--- src/rtl/pi_alu_pkg.sv ---
// rtl/pi_alu_pkg.sv - shared opcodes, register addresses and bit indices for pi_alu
package pi_alu_pkg;

  typedef enum logic [2:0] {
    OP_ADD  = 3'd0,
    OP_SUB  = 3'd1,
    OP_AND  = 3'd2,
    OP_OR   = 3'd3,
    OP_XOR  = 3'd4,
    OP_MULU = 3'd5,
    OP_MULS = 3'd6,
    OP_ILL  = 3'd7
  } op_e;

  localparam logic [4:0] ADDR_A0     = 5'h00;
  localparam logic [4:0] ADDR_B0     = 5'h04;
  localparam logic [4:0] ADDR_R0     = 5'h08;
  localparam logic [4:0] ADDR_CTRL   = 5'h10;
  localparam logic [4:0] ADDR_STATUS = 5'h11;

  localparam int CTRL_IRQ_EN = 6;
  localparam int CTRL_START  = 7;

  localparam int STAT_BUSY  = 0;
  localparam int STAT_DONE  = 1;
  localparam int STAT_CARRY = 2;
  localparam int STAT_ERR   = 3;

  function automatic logic op_is_mul(input op_e op);
    return (op == OP_MULU) || (op == OP_MULS);
  endfunction

endpackage

--- src/rtl/pi_alu_mul.sv ---
// rtl/pi_alu_mul.sv - sequential 32x32 unsigned shift-add multiplier (built only with ALU_MUL_EN)
//   clk, rst (async, active-low), start: load a/b and begin 32 iterations
//   busy: iterating; done: high in the cycle whose closing edge completes the product
//   product: 64-bit unsigned result, final from the edge after done
`ifdef ALU_MUL_EN
module pi_alu_mul (
  input  logic        clk,
  input  logic        rst,
  input  logic        start,
  input  logic [31:0] a,
  input  logic [31:0] b,
  output logic        busy,
  output logic        done,
  output logic [63:0] product
);

  logic        busy_q, busy_d;
  logic [4:0]  cnt_q, cnt_d;
  logic [31:0] mcand_q, mcand_d;
  logic [63:0] prod_q, prod_d;
  logic [32:0] sum;

  always_comb begin
    busy_d  = busy_q;
    cnt_d   = cnt_q;
    mcand_d = mcand_q;
    prod_d  = prod_q;
    // Upper half accumulates; lower half holds the unconsumed multiplier bits.
    sum     = {1'b0, prod_q[63:32]} + (prod_q[0] ? {1'b0, mcand_q} : 33'd0);
    if (start && !busy_q) begin
      busy_d  = 1'b1;
      cnt_d   = 5'd0;
      mcand_d = a;
      prod_d  = {32'd0, b};
    end else if (busy_q) begin
      prod_d = {sum, prod_q[31:1]};
      cnt_d  = cnt_q + 5'd1;
      if (cnt_q == 5'd31) busy_d = 1'b0;
    end
  end

  always_ff @(posedge clk or negedge rst) begin
    if (!rst) begin
      busy_q  <= 1'b0;
      cnt_q   <= 5'd0;
      mcand_q <= 32'd0;
      prod_q  <= 64'd0;
    end else begin
      busy_q  <= busy_d;
      cnt_q   <= cnt_d;
      mcand_q <= mcand_d;
      prod_q  <= prod_d;
    end
  end

  assign busy    = busy_q;
  assign done    = busy_q && (cnt_q == 5'd31);
  assign product = prod_q;

endmodule
`endif

--- src/rtl/pi_alu.sv ---
// rtl/pi_alu.sv - memory-mapped 32-bit ALU co-processor on the PicoBlaze pi bus
//   pi_blk_sel/pi_addr/pi_wr_en/pi_rd_en/pi_wr_data: byte register access
//   pi_rd_data: registered read byte, zero when not read
//   interrupt/interrupt_ack: completion interrupt, level, set wins over ack
//   ALU_MUL_EN: enables opcodes MULU/MULS and the sequential multiplier
module pi_alu
  import pi_alu_pkg::*;
#(
  parameter int DW  = 8,
  parameter int AW  = 5,
  parameter int OPW = 32
) (
  input  logic          clk,
  input  logic          rst,
  input  logic          pi_blk_sel,
  input  logic [AW-1:0] pi_addr,
  input  logic          pi_wr_en,
  input  logic          pi_rd_en,
  input  logic [DW-1:0] pi_wr_data,
  output logic [DW-1:0] pi_rd_data,
  input  logic          interrupt_ack,
  output logic          interrupt
);

  typedef enum logic [1:0] {ST_IDLE, ST_MUL, ST_DONE} state_e;

  state_e          state_q, state_d;
  logic [OPW-1:0]  a_q, a_d, b_q, b_d;
  logic [2*OPW-1:0] r_q, r_d;
  logic [2:0]      opcode_q, opcode_d;
  logic            irq_en_q, irq_en_d;
  op_e             run_op_q, run_op_d;
  logic            done_q, done_d, carry_q, carry_d, err_q, err_d;
  logic            irq_q, irq_d;
  logic [DW-1:0]   rd_data_q, rd_data_d;
  logic            wr_hit, rd_hit, busy, mul_free, start_is_mul;
  logic [OPW:0]    sum_ext, dif_ext;
  logic [DW-1:0]   ctrl_rd, status_rd;
  op_e             start_op;

`ifdef ALU_MUL_EN
  logic            neg_q, neg_d;
  logic            mul_start, mul_busy, mul_done;
  logic [31:0]     mul_a, mul_b;
  logic [63:0]     mul_product;

  // MULS multiplies magnitudes; the sign is reapplied when R is latched.
  assign mul_a = (start_op == OP_MULS && a_q[31]) ? (~a_q + 32'd1) : a_q;
  assign mul_b = (start_op == OP_MULS && b_q[31]) ? (~b_q + 32'd1) : b_q;
  assign mul_free = !mul_busy;
  assign start_is_mul = op_is_mul(start_op);

  pi_alu_mul u_mul (
    .clk     (clk),
    .rst     (rst),
    .start   (mul_start),
    .a       (mul_a),
    .b       (mul_b),
    .busy    (mul_busy),
    .done    (mul_done),
    .product (mul_product)
  );
`else
  assign mul_free = 1'b1;
  assign start_is_mul = 1'b0;
`endif

  assign start_op = op_e'(pi_wr_data[2:0]);
  assign sum_ext  = {1'b0, a_q} + {1'b0, b_q};
  assign dif_ext  = {1'b0, a_q} - {1'b0, b_q};

  always_comb begin
    state_d   = state_q;
    a_d       = a_q;
    b_d       = b_q;
    r_d       = r_q;
    opcode_d  = opcode_q;
    irq_en_d  = irq_en_q;
    run_op_d  = run_op_q;
    done_d    = done_q;
    carry_d   = carry_q;
    err_d     = err_q;
    irq_d     = irq_q;
    rd_data_d = '0;
`ifdef ALU_MUL_EN
    neg_d     = neg_q;
    mul_start = 1'b0;
`endif
    wr_hit    = pi_blk_sel & pi_wr_en;
    rd_hit    = pi_blk_sel & pi_rd_en;
    busy      = (state_q == ST_MUL);

    ctrl_rd              = '0;
    ctrl_rd[2:0]         = opcode_q;
    ctrl_rd[CTRL_IRQ_EN] = irq_en_q;
    status_rd             = '0;
    status_rd[STAT_BUSY]  = busy;
    status_rd[STAT_DONE]  = done_q;
    status_rd[STAT_CARRY] = carry_q;
    status_rd[STAT_ERR]   = err_q;

    if (rd_hit) begin
      if (pi_addr[4:2] == ADDR_A0[4:2])      rd_data_d = a_q[{pi_addr[1:0], 3'b000} +: 8];
      else if (pi_addr[4:2] == ADDR_B0[4:2]) rd_data_d = b_q[{pi_addr[1:0], 3'b000} +: 8];
      else if (pi_addr[4:3] == ADDR_R0[4:3]) rd_data_d = r_q[{pi_addr[2:0], 3'b000} +: 8];
      else if (pi_addr == ADDR_CTRL)         rd_data_d = ctrl_rd;
      else if (pi_addr == ADDR_STATUS)       rd_data_d = status_rd;
    end

    if (interrupt_ack) irq_d = 1'b0;

    // Operand and control writes are frozen only while the multiplier runs.
    if (wr_hit && !busy) begin
      if (pi_addr[4:2] == ADDR_A0[4:2]) a_d[{pi_addr[1:0], 3'b000} +: 8] = pi_wr_data;
      if (pi_addr[4:2] == ADDR_B0[4:2]) b_d[{pi_addr[1:0], 3'b000} +: 8] = pi_wr_data;
      if (pi_addr == ADDR_CTRL) begin
        opcode_d = pi_wr_data[2:0];
        irq_en_d = pi_wr_data[CTRL_IRQ_EN];
        if (pi_wr_data[CTRL_START] && state_q == ST_IDLE && mul_free) begin
          done_d   = 1'b0;
          carry_d  = 1'b0;
          err_d    = 1'b0;
          run_op_d = start_op;
          if (start_is_mul) begin
            state_d = ST_MUL;
`ifdef ALU_MUL_EN
            mul_start = 1'b1;
            neg_d     = (start_op == OP_MULS) && (a_q[31] ^ b_q[31]);
`endif
          end else begin
            state_d = ST_DONE;
          end
        end
      end
    end

    case (state_q)
      ST_MUL: begin
`ifdef ALU_MUL_EN
        if (mul_done) state_d = ST_DONE;
`else
        state_d = ST_IDLE;
`endif
      end
      ST_DONE: begin
        state_d = ST_IDLE;
        done_d  = 1'b1;
        if (irq_en_q) irq_d = 1'b1;
        r_d     = '0;
        case (run_op_q)
          OP_ADD: begin
            r_d[OPW-1:0] = sum_ext[OPW-1:0];
            carry_d      = sum_ext[OPW];
          end
          OP_SUB: begin
            r_d[OPW-1:0] = dif_ext[OPW-1:0];
            carry_d      = dif_ext[OPW];
          end
          OP_AND: r_d[OPW-1:0] = a_q & b_q;
          OP_OR:  r_d[OPW-1:0] = a_q | b_q;
          OP_XOR: r_d[OPW-1:0] = a_q ^ b_q;
`ifdef ALU_MUL_EN
          OP_MULU: r_d = mul_product;
          OP_MULS: r_d = neg_q ? (~mul_product + 64'd1) : mul_product;
`endif
          default: err_d = 1'b1;
        endcase
      end
      default: ;
    endcase
  end

  always_ff @(posedge clk or negedge rst) begin
    if (!rst) begin
      state_q   <= ST_IDLE;
      a_q       <= '0;
      b_q       <= '0;
      r_q       <= '0;
      opcode_q  <= '0;
      irq_en_q  <= 1'b0;
      run_op_q  <= OP_ADD;
      done_q    <= 1'b0;
      carry_q   <= 1'b0;
      err_q     <= 1'b0;
      irq_q     <= 1'b0;
      rd_data_q <= '0;
`ifdef ALU_MUL_EN
      neg_q     <= 1'b0;
`endif
    end else begin
      state_q   <= state_d;
      a_q       <= a_d;
      b_q       <= b_d;
      r_q       <= r_d;
      opcode_q  <= opcode_d;
      irq_en_q  <= irq_en_d;
      run_op_q  <= run_op_d;
      done_q    <= done_d;
      carry_q   <= carry_d;
      err_q     <= err_d;
      irq_q     <= irq_d;
      rd_data_q <= rd_data_d;
`ifdef ALU_MUL_EN
      neg_q     <= neg_d;
`endif
    end
  end

  assign pi_rd_data = rd_data_q;
  assign interrupt  = irq_q;

endmodule

--- config.mk ---
export PLATFORM = sky130hd
export DESIGN_NAME = pi_alu
export DESIGN_NICKNAME = d
export VERILOG_FILES = /design/src/rtl/pi_alu_pkg.sv /design/src/rtl/pi_alu_mul.sv /design/src/rtl/pi_alu.sv
export SDC_FILE = /design/constraint.sdc
export NUM_CORES = 1
export LEC_CHECK = 0
export CORE_ASPECT_RATIO = 1.2
export CORE_MARGIN = 3
export CORE_UTILIZATION = 55
export DETAILED_ROUTE_END_ITERATION = 16
export PLACE_DENSITY = 0.77
export SYNTH_ARGS = -nofsm -noshare
export SYNTH_HDL_FRONTEND = slang
export SYNTH_SLANG_ARGS = --single-unit
--- constraint.sdc ---
create_clock -name clk -period 3.5 [get_ports clk]
set_clock_uncertainty 0.15 [all_clocks]
set_input_delay 0.7 -clock clk [delete_from_list [all_inputs] [get_ports clk]]
set_output_delay 0.7 -clock clk [all_outputs]
set_load 0.01 [all_outputs]
Yosys cells after proc, flatten, opt, wreduce, memory -nomap -nowiden
Index checks and enable logic that the tools add are counted.

word-level totals
  bits in registers = 117
  logic and storage cells = 85
  bits in writable memories = 0
  bits of input ports = 19
  bits in latches = 0
  memories = 0
  ROM bits = 0

cells by class
  equal/unequal tests = 10
  $mul = 0
  add/subtract/negate cells = 3
  shifts and indexed selects = 5
  reduce and logical (&&, ||, !) cells = 20
  bitwise gates (word level) = 5
  $lt $le $gt $ge = 0
  divide/modulo/power cells = 0
  mux-type cells = 30

operators by type and width
  operator                                              number
  one-hot mux 32 bit (5 select lines)                   1
  bitwise mux 32 bit                                    2
  variable part select 32 x 6 -> 8 bit                  2
  variable part select 64 x 7 -> 8 bit                  1
  adder 32 x 32 -> 33 bit                               1
  subtractor 32 x 32 -> 33 bit                          1
  AND 32 bit                                            1
  two-way mux 8 bit                                     4
  OR 32 bit                                             1
  variable shift 8 x 7 -> 32 bit, first input constant  1
  variable part select 8 x 7 -> 32 bit                  1
  bitwise XOR 32 bit                                    1
  two-way mux 1 bit                                     16
  nonzero test 2 bit                                    6
  == test 5 bit, second input constant                  2
  AND reduction 3 bit                                   3
  two-way mux 2 bit                                     4
  two-way mux 7 bit                                     1
  negation 5 -> 7 bit                                   1
  == test 3 x 1 -> 1 bit, second input constant         2
  == test 3 x 2 -> 1 bit, second input constant         2
  logical NOT 3 bit                                     2
  AND reduction 2 bit                                   3
  OR reduction 5 bit                                    1
  other kinds (10)                                      13

Depth between registers and ports, before layout
  word-level depth = 7
  gate-level depth with buffers = 14
  mapped depth without buffers = 13

Least setup slack after synthesis
Ideal clock, no wire load.

  kind = input -> register
  start point = in pi_addr[1]
  end point = reg carry_q
  arrival time = 3360 ps
  data required time = 3240 ps
  path slack = -121 ps
  stages on the path = 14
  cells stage by stage = clkbuf_1 > clkbuf_1 > buf_1 > inv_1 > ha_1 > clkbuf_1 > and3_1 > and3_1 > clkbuf_1 > and3_1 > clkbuf_1 > o21ai_0 > a41oi_1 > o41ai_1

between the ends
  longest elaborated chain between the ends = 5

RTL lines
  element                             line           text
  start, declared                     pi_alu.sv:16   input logic [AW-1:0] pi_addr,
  == test 5 bit *                     pi_alu.sv:116  if (pi_addr == ADDR_CTRL) begin
  two-way mux 1 bit *                 pi_alu.sv:116
  two-way mux 1 bit *                 pi_alu.sv:113  if (wr_hit && !busy) begin
  one-hot mux 1 bit (2 select lines)  pi_alu.sv:150  case (run_op_q)
  two-way mux 1 bit *                 pi_alu.sv:137  case (state_q)
  named net carry_d                   pi_alu.sv:33   logic done_q, done_d, carry_q, carry_d, err_q, err_d;
  end signal, assigned                pi_alu.sv:199  carry_q <= carry_d;
  end, declared                       pi_alu.sv:33

Mark *: on every way through the listed nets, which the timed path passes. The rest lies on a longest branch.
A chain may end at the register's enable or synchronous reset.

Worst setup path after layout
  start point = reg a_q[2]
  end point = reg r_q[27]

between the ends
  longest elaborated chain between the ends = 2

RTL lines
  element                                                                         line                        text
  start, declared                                                                 pi_alu.sv:28                logic [OPW-1:0] a_q, a_d, b_q, b_d;
  start signal, assigned                                                          pi_alu.sv:176               a_q <= '0;
  start signal, assigned                                                          pi_alu.sv:192               a_q <= a_d;
  subtractor 32 x 32 -> 33 bit / adder 32 x 32 -> 33 bit (equally long branches)  pi_alu.sv:70, pi_alu.sv:69
  one-hot mux 32 bit (5 select lines) *                                           pi_alu.sv:150
  end signal, assigned                                                            pi_alu.sv:194               r_q <= r_d;
  end, declared                                                                   pi_alu.sv:29                logic [2*OPW-1:0] r_q, r_d;

Every way passes the cells marked *; elsewhere a longest branch is shown, timed or not.

==> run metrics <==
DRC 0; initial antenna violation count 1; post-synthesis xor/xnor area fraction 2.381%; max_cap viols 0; Period minus WS final 3.373 ns; share of the synthesized area in the top cell type 28.18%; crit path DAT 3.50 ns; Final ANT Viol Nets 0; power after layout 4.708 mW; Int Power 2.965 mW; Sw Share 37.02%; CTS Buf Count 17; Slew @ Worst Pin 1.333 ns; switching power total 1.743 mW; largest net degree at the start of global routing 45; multi-input logic area 0.006794 mm^2; met1 GRT Util 52.39%; full die area 0.02041 mm^2; max-slew violation count 0; sequential area share after synthesis 28.18%; Async SR Flop Fraction 100.0%; leakage power 5.373 nW; CTS clk-pin slew, worst paths 0.06 ns; Slew HR 10.82%; sequential power share 30.7%; reg2reg end r_q[27]; delay of the slowest critical-path stage 0.38 ns; share of cells above drive strength 1 16.62%; crit path kind reg2reg; vias per cell 6.706; initial detailed-routing violation count 1427; cell row count 54; complex-gate fraction of the synthesized area 26.36%; filler instances 1542; Power Density 381.5 mW/mm^2; Comb power frac 33.3%; Die Ht 155.9 um; R2R setup slack 0.13 ns; met2 usage 64.83%; status finished clean; post-DR wirelength/cell 26.08 um; vias in the first global route 10338; Initial Utilization 56.26%; Post-synth top flop dfrtp_1; Synth Instances 1253; core footprint 0.01831 mm^2; synthesized area per cell 8.221 um^2; crit-path cells inv_1, ha_1, buf_4, and3_1, a221oi_4, o31ai_4, a31o_4, a2111oi_4, o21ai_2, a221o_1, a221oi_2, o2bb2ai_1; final worst hold slack 0.1512 ns; fraction of the mapped netlist area in simple logic gates 16.01%; Top Ports 28; area delta synth->final 19.81%; synth unique cells 76; CTS Root Buffer Type clkbuf_16; RSZ-0062 raised after global routing true; Critical Path Fanout Max 8; post-route clock period utilization 96.36%; Reg area 0.002907 mm^2; Crit Reg-Reg Startpoint a_q[2]; Nets 1495; area leader, netlist dfrtp_1; Final Hold Fails 0; Worst Path Buf+Inv 2; post-synthesis adder-cell area fraction 13.63%; Mapped Area 0.01030 mm^2; HPWL Detailed 32.17 mm; cts hold-fix bufs 0; Sink Count 116; First-pass DRT Iterations 8; M3 GR Usage 11.16%; Total Wirelength 42.51 mm; hold crit path type in2async; WP data required 3.62 ns; Peak supply drop 0.0003738 V; GR Util All Layers 42.02%; largest family of logic cells by synthesized area compound AO/OA/AOI/OAI gates; CP top delay family compound AO/OA/AOI/OAI gates; Clk Latency, worst-skew pair 0.43 ns; worst r2r path cells 12; mux contribution to synthesized area 6.583%; Synth Register Bits 116; Port Buffer Count 27; final setup violation count 0; crit start category register; Crit-path slowest cell a221oi_4; CTS tree yes; Crit. End Element register; Die Span X 130.9 um; Post-synth EDFFs 0; routability cong. 1.039; via count 10931; CTS H-tree lvls 4; fmax 296.5 MHz; # diodes 0; Clock Power Share 36.0%; Ys Warns 0; GRT Max-Usage Layer met2; Max Root-Sink Buffers 2; first-pass GRT wire length 63.01 mm; synth top area cells dfrtp_1 28%, ha_1 13%, nand2_1 5.5%; Mapped Nets 1383; total grt overflow 0
==> kinds of logic after synthesis <==
family,after synthesis
compound gates,405
xor+xnor,28
fa+ha+maj,111
buf+inv,183
flops,116
mux,36
simple gates,374
==> area by class of cell <==
class,count,area share (%)
timing repair buffer,165,10.97
clock buffer,18,3.558
inverter,111,3.376
multi-input combinational,954,55.05
tap,252,2.555
clock inverter,14,0.9428
sequential,116,23.55
==> repair_timing <==
action / CTS / global route
pin swaps: 0 / 9
resized for setup: 1 / 18
hold endpoints to repair: 0 / 0
setup buffers: 0 / 3
endpoints found under the setup margin: 1 / 9
cloned: 0 / 0
==> synth_stat cells (15+ instances only) <==
master	n
mux4_2	25
o21ai_0	96
a31oi_1	15
nor2_1	110
a211oi_1	19
xnor2_1	24
inv_1	105
nand3_1	18
dfrtp_1	116
clkbuf_1	62
a22o_1	20
nor3_1	25
a21oi_1	102
ha_1	109
nand2_1	151
a21o_1	15
and3_1	15
==> worst max-delay path by stage <==
stage          slack [ns]       to  cells past startpoint       start
2_1_floorplan         0.1  carry_q                     14  pi_addr[1]
3_3_place_gp         0.03  r_q[20]                     16      a_q[0]
3_5_place_dp         0.02  r_q[20]                     16      a_q[0]
4_1_cts             0.005  r_q[14]                     15      a_q[0]
5_1_grt             -0.03  r_q[17]                     11     b_q[11]
6_report             0.13  r_q[27]                     12      a_q[2]
==> per-layer routing <==
| metal | vias up | part of all wire (%) |
|---|---|---|
| met5 | - | 0.047 |
| met4 | 2 | 8.1 |
| met3 | 224 | 12 |
| met2 | 828 | 45 |
| met1 | 5160 | 35 |
| li1 | 4717 | - |
==> per-stage QoR <==
stage                     utilization [%]  std cells  instance area (um^2)  worst slack [ns]   TNS, ns
after floorplan                         -       1253                 10300           0.09789         0
after global placement              63.67       1595                 11660           0.03116         0
after detailed placement            63.67       1595                 11660           0.02475         0
after CTS                           66.74       1627                 12220          0.005395         0
after global routing                67.40       1630                 12340          -0.02803  -0.02803
final                               67.40       1630                 12340            0.1273         0
==> power by group through the flow <==
stage	logic (mW)	clock network, mW	registers, mW
floorplan	0.904	0	1.46
global placement	1.47	0	1.47
detailed placement	1.47	0	1.47
CTS	1.48	1.68	1.44
global route	1.66	1.75	1.45
finish	1.57	1.69	1.45
==> cell usage in the layout (no fill, tap or decap), drive strengths merged, types with 18 or more instances in the layout <==
cell	netlist	layout
nand3	18	18
a211oi	19	19
buf	10	139
ha	109	109
nor3	25	25
a21oi	102	102
dfrtp	116	116
inv	105	113
nand2	151	151
mux4	25	25
clkdlybuf4s50	0	26
nor2	110	110
o21ai	102	102
a22o	20	20
clkbuf	62	18
xnor2	24	24
==> registers in the layout, indices dropped and copies added, names as in the netlist <==
| signal | count |
|---|---|
| b_q | 32 |
| state_q | 1 |
| pi_rd_data | 8 |
| r_q | 32 |
| run_op_q | 3 |
| err_q | 1 |
| a_q | 32 |
| opcode_q | 3 |
| irq_en_q | 1 |
| interrupt | 1 |
| done_q | 1 |
| carry_q | 1 |
==> worst register-to-register path, delay by kind of cell, from the launching register on <==
kind | cells | cell delay, ns
AOI/OAI and AO/OA | 8 | 1.93
and+or+nand+nor | 1 | 0.22
DFF | 1 | 0.36
adders and majority gates | 1 | 0.32
buffers and inverters | 2 | 0.25
No activity file was read; power rests on OpenSTA's default activity.
==> RTL change 1, RTL diff (same settings) <==
Set the parameter `OPW` to 16 (it was 32).
--- a/src/rtl/pi_alu.sv
+++ b/src/rtl/pi_alu.sv
@@ -8,7 +8,7 @@
 #(
   parameter int DW  = 8,
   parameter int AW  = 5,
-  parameter int OPW = 32
+  parameter int OPW = 16
 ) (
   input  logic          clk,
   input  logic          rst,
Check against the original RTL: not equivalent (a bounded check fails within 4 cycles, from zero or initial values and one cycle with rst low).
==> RTL change 1 against the original RTL <==
Combinational power decreased by 62%. Maximum frequency increased by 6.9%. Highest routed layer is now met4. Global-route usage decreased by 11 points. Sequential cell count decreased by 48. Routed wire length is 60% lower. Worst setup slack better by 0.22 ns. Final area shrank 50%. Synthesized area fell by 46%. Power is 50% lower. Sequential power fell by 36%.
==> RTL change 1: results <==
set metrics [dict create \
    arrival_ns 3.25 \
    hold_path.class "in2async" \
    synth_common_cells "83 x nand2_1, 71 x o21ai_0, 68 x dfrtp_1" \
    io_buffers 27 \
    ys.flop_type "dfrtp_1" \
    routed_wirelength_um 17200 \
    top_regs "a_q: 16 flops, b_q: 16 flops, r_q: 16 flops" \
    p_leak_nw 2.685 \
    status "finished clean" \
    max_stage_delay_ns 0.51 \
    grt_pass1_vias 5154 \
    slowest_stage "dfrtp_1" \
    h-tree-depth 3 \
    final_nets 754 \
    root_buffer "clkbuf_16" \
    grt_antenna_before_repair 0 \
    first_pass_iters 5 \
    cts-resized-gates 0 \
    clock_latency_ns 0.34 \
    antenna_cells 0 \
    cts_buffer_depth 2 \
    grt_use_met1_pct 39.72 \
    met2_usage_pct 50.11 \
    synth_async_sr_flop_share_pct 100.0 \
    grt_start_max_net_pins 39 \
    ir_drop_v 0.0003627 \
    dp_hpwl_um 12880 \
    synth_nets 742 \
    synth_area_leaders "dfrtp_1 31%, ha_1 12%, o21ai_0 6.4%, nand2_1 5.6%, inv_1 4.0%" \
    slew_headroom_pct 39.92 \
    grt_pass1_wl_um 27600 \
    setup_viol 0 \
    dr.first_iter.drc_count 600 \
    ys_seq_area_share_pct 30.79 \
    switching_share_pct 34.09 \
    worst-path-max-fanout 6 \
    netlist-cell-type-count 70 \
    cts_buffers 9 \
    cts.reportedPaths.clkPinSlew_ns 0.06 \
    vias_per_cell 6.414 \
    grtUsageTotal_pct 31.47 \
    post-cts-setup-buffers 0 \
    nFillCells 825 \
    place.gp.congestion 1.001 \
    final_layout_size_suffix_gt1_share_pct 8.443 \
    yosysWarnings 0 \
    grt_use_met3_pct 5.960 \
]
## RTL change 1: cell types whose count changed after synthesis, moves of 23 or more
cell	delta
o21ai_0	-25
nand2_1	-68
ha_1	-58
clkbuf_1	-40
inv_1	-46
dfrtp_1	-48
a21oi_1	-60
nor2_1	-63
mux4_2	-23
## RTL change 1: worst max-delay path, delay by kind of cell, from the launching register on
kind | cells | cell delay, ns
flops | 1 | 0.51
fa+ha+maj | 1 | 0.36
mux | 1 | 0.29
buf+inv | 1 | 0.14
compound gates | 6 | 1.59
## RTL change 1: power groups by stage
stage          Combinational, W  Clock, W  Sequential (W)
6_report               0.000594  0.000857        0.000924
2_1_floorplan          0.000431         0        0.000886
4_1_cts                0.000582  0.000855        0.000920
3_5_place_dp           0.000576         0        0.000933
3_3_place_gp           0.000560         0        0.000930
5_1_grt                0.000653  0.000890        0.000928
## RTL change 1: stage by stage
step                setup slack (ns)  instance area, um^2  hold WS, ns  cells
floorplan                     0.7398                 5527       0.2544    670
global placement              0.4226                 5843       0.3566    794
detailed placement            0.2874                 5843       0.3543    794
CTS                           0.4035                 6122       0.3185    810
global route                  0.1915                 6122       0.3496    810
finish                        0.3456                 6122       0.2928    810
## RTL change 1: kinds of logic after synthesis
| family | Yosys count | share of synthesized area, % |
|---|---|---|
| XOR/XNOR | 12 | 1.902 |
| AND/OR/NAND/NOR | 201 | 16.69 |
| buffers and inverters | 98 | 7.856 |
| AO/OA/AOI/OAI | 208 | 24.43 |
| flip-flops | 68 | 30.79 |
| adder cells (fa/ha/maj) | 53 | 12.27 |
| multiplexers | 30 | 6.067 |
## RTL change 1: final timing paths
check                                        start                      end  slack [ns]  depth (start not counted)
max in group asynchronous                      rst  opcode_q[2]$_DFFE_PN0P_        2.24                          2
min in group clk           opcode_q[2]$_DFFE_PN0P_  opcode_q[2]$_DFFE_PN0P_        0.38                          1
setup reg to reg                a_q[1]$_DFFE_PN0P_      r_q[15]$_DFFE_PN0P_        0.35                          9
setup / recovery                a_q[1]$_DFFE_PN0P_      r_q[15]$_DFFE_PN0P_        0.35                          9
hold reg to reg            opcode_q[2]$_DFFE_PN0P_  opcode_q[2]$_DFFE_PN0P_        0.38                          1
hold / removal                                 rst      r_q[12]$_DFFE_PN0P_        0.29                          1
## RTL change 1: per-layer routing
| metal | vias to the layer above | routed length (um) |
|---|---|---|
| met4 | 0 | 1178 |
| met5 | - | 0 |
| met2 | 286 | 7867 |
| met1 | 2462 | 6777 |
| met3 | 74 | 1373 |
| li1 | 2373 | - |
## RTL change 1: layout make-up
cell class	count	area [um^2]	share of cell area, %
tap	123	153.9	2.514
sequential	68	1702	27.79
clock inverter	6	40.04	0.6540
multi-input combinational	504	3391	55.39
clock buffer	10	239.0	3.904
inverter	59	221.5	3.617
timing repair buffer	40	375.4	6.131
==> RTL change 2, RTL diff (same settings) <==
Without the edit above. Put one more register stage on the output `interrupt`, with the module's reset. The value now appears one clock later. The other outputs are not delayed to match.
--- a/src/rtl/pi_alu.sv
+++ b/src/rtl/pi_alu.sv
@@ -207,7 +207,13 @@
   end
 
   assign pi_rd_data = rd_data_q;
-  assign interrupt  = irq_q;
+  always_ff @(posedge clk or negedge rst) begin
+    if (!rst) begin
+      interrupt <= '0;
+    end else begin
+      interrupt <= irq_q;
+    end
+  end
 
 endmodule
 
Behaviour: not the same (Yosys sat finds a counterexample within 4 cycles, from zero or initial values and one cycle with rst low).
==> RTL change 2 against the original RTL <==
Power rose by 5.4%. Final area up 0.94%. Routed wire length increased by 0.22%. Synthesized area is 0.24% higher. Largest cell class unchanged. Global-route usage rose by 0.34 points. Core utilization rose by 0.64 points. Sequential cell count increased by 1. Worst setup slack worse by 0.093 ns.
==> RTL change 2: results <==
set metrics [dict create \
    status "finished clean" \
    dp_hpwl_um 31600 \
    pwr-share-comb_pct 32.0 \
    grt_start_max_net_pins 63 \
    clk_share_pct 5.032 \
    r2r_cells 11 \
    top_layer_used "met4" \
    wl_met3_um 4796 \
    wl_met1_um 14950 \
    worst-path-max-fanout 5 \
    arrival_ns 3.63 \
    critical_path.startpoint "a_q[6]$_DFFE_PN0P_" \
    p_int_w 0.003207 \
    grt_use_met3_pct 10.38 \
    wl_met2_um 18620 \
    ys_seq_area_share_pct 28.35 \
    slowest_stage "dfrtp_1" \
    p_leak_nw 5.468 \
    max_stage_delay_ns 0.46 \
    slew_headroom_pct 20.46 \
    synthAdderAreaFrac_pct 13.60 \
    synth-xor-area-share_pct 2.375 \
    avgRoutedWirePerCell_um 25.91 \
    synth-compound-area-share_pct 26.29 \
    reg2reg_slack_ns 0.03 \
    final_layout_size_suffix_gt1_share_pct 16.82 \
    holdWs_ns 0.1164 \
    grt_use_met1_pct 51.74 \
    final_nets 1508 \
    met2_usage_pct 65.08 \
    p_per_area_mw_per_mm2 398.5 \
    synthMuxAreaShare_pct 6.567 \
    first_pass_iters 6 \
    regArea_mm2 0.002932 \
    root_buffer "clkbuf_16" \
    netlist_instances 1254 \
    vias_per_cell 6.738 \
    placed_cells 1610 \
    grtUsageTotal_pct 42.36 \
    n_all_buffers 177 \
    synth_nets 1384 \
    grt_pass1_vias 10820 \
    dr.first_iter.drc_count 1481 \
    place.gp.congestion 1.085 \
    multi_input_area_share_pct 54.15 \
    clock_latency_ns 0.44 \
    buf_share_pct 11.39 \
    dpl_cell_area_mm2 0.01176 \
    grt_pass1_wl_um 64000 \
    synth_area_leaders "dfrtp_1 28%, ha_1 13%, nand2_1 5.5%, mux4_2 5.5%, a21oi_1 4.9%" \
    routed_wirelength_um 42600 \
    nFillCells 1471 \
]
RTL change 2: cell count changes in the layout (fill, tap and decap cells not counted), moves of 3 or more:
cell / unedited run / this run
buf_4: 135 / 149
clkinv_4: 1 / 4
bufinv_16: 0 / 3
ha_1: 106 / 109
clkinvlp_4: 4 / 1
RTL change 2: metrics by stage:
step	total power, W	setup TNS (ns)	setup slack [ns]
after floorplan	0.002372	0	0.09789
after global placement	0.002972	0	0.1396
after detailed placement	0.002983	0	0.08549
after CTS	0.004873	0	0.06148
after global routing	0.005121	-0.08820	-0.06413
final	0.004964	0	0.03477
RTL change 2: what timing repair did:
item,4_1_cts,5_1_grt
buffers inserted,0,1
gates resized for setup,0,11
hold buffers,0,0
setup endpoints to repair,0,8
RTL change 2: worst max-delay path, delay by kind of cell (launching register included):
| family | cells | cell delay [ns] |
|---|---|---|
| AO/OA/AOI/OAI | 9 | 2.29 |
| buffers and inverters | 1 | 0.08 |
| adder cells (fa/ha/maj) | 1 | 0.37 |
| flip-flops | 1 | 0.46 |
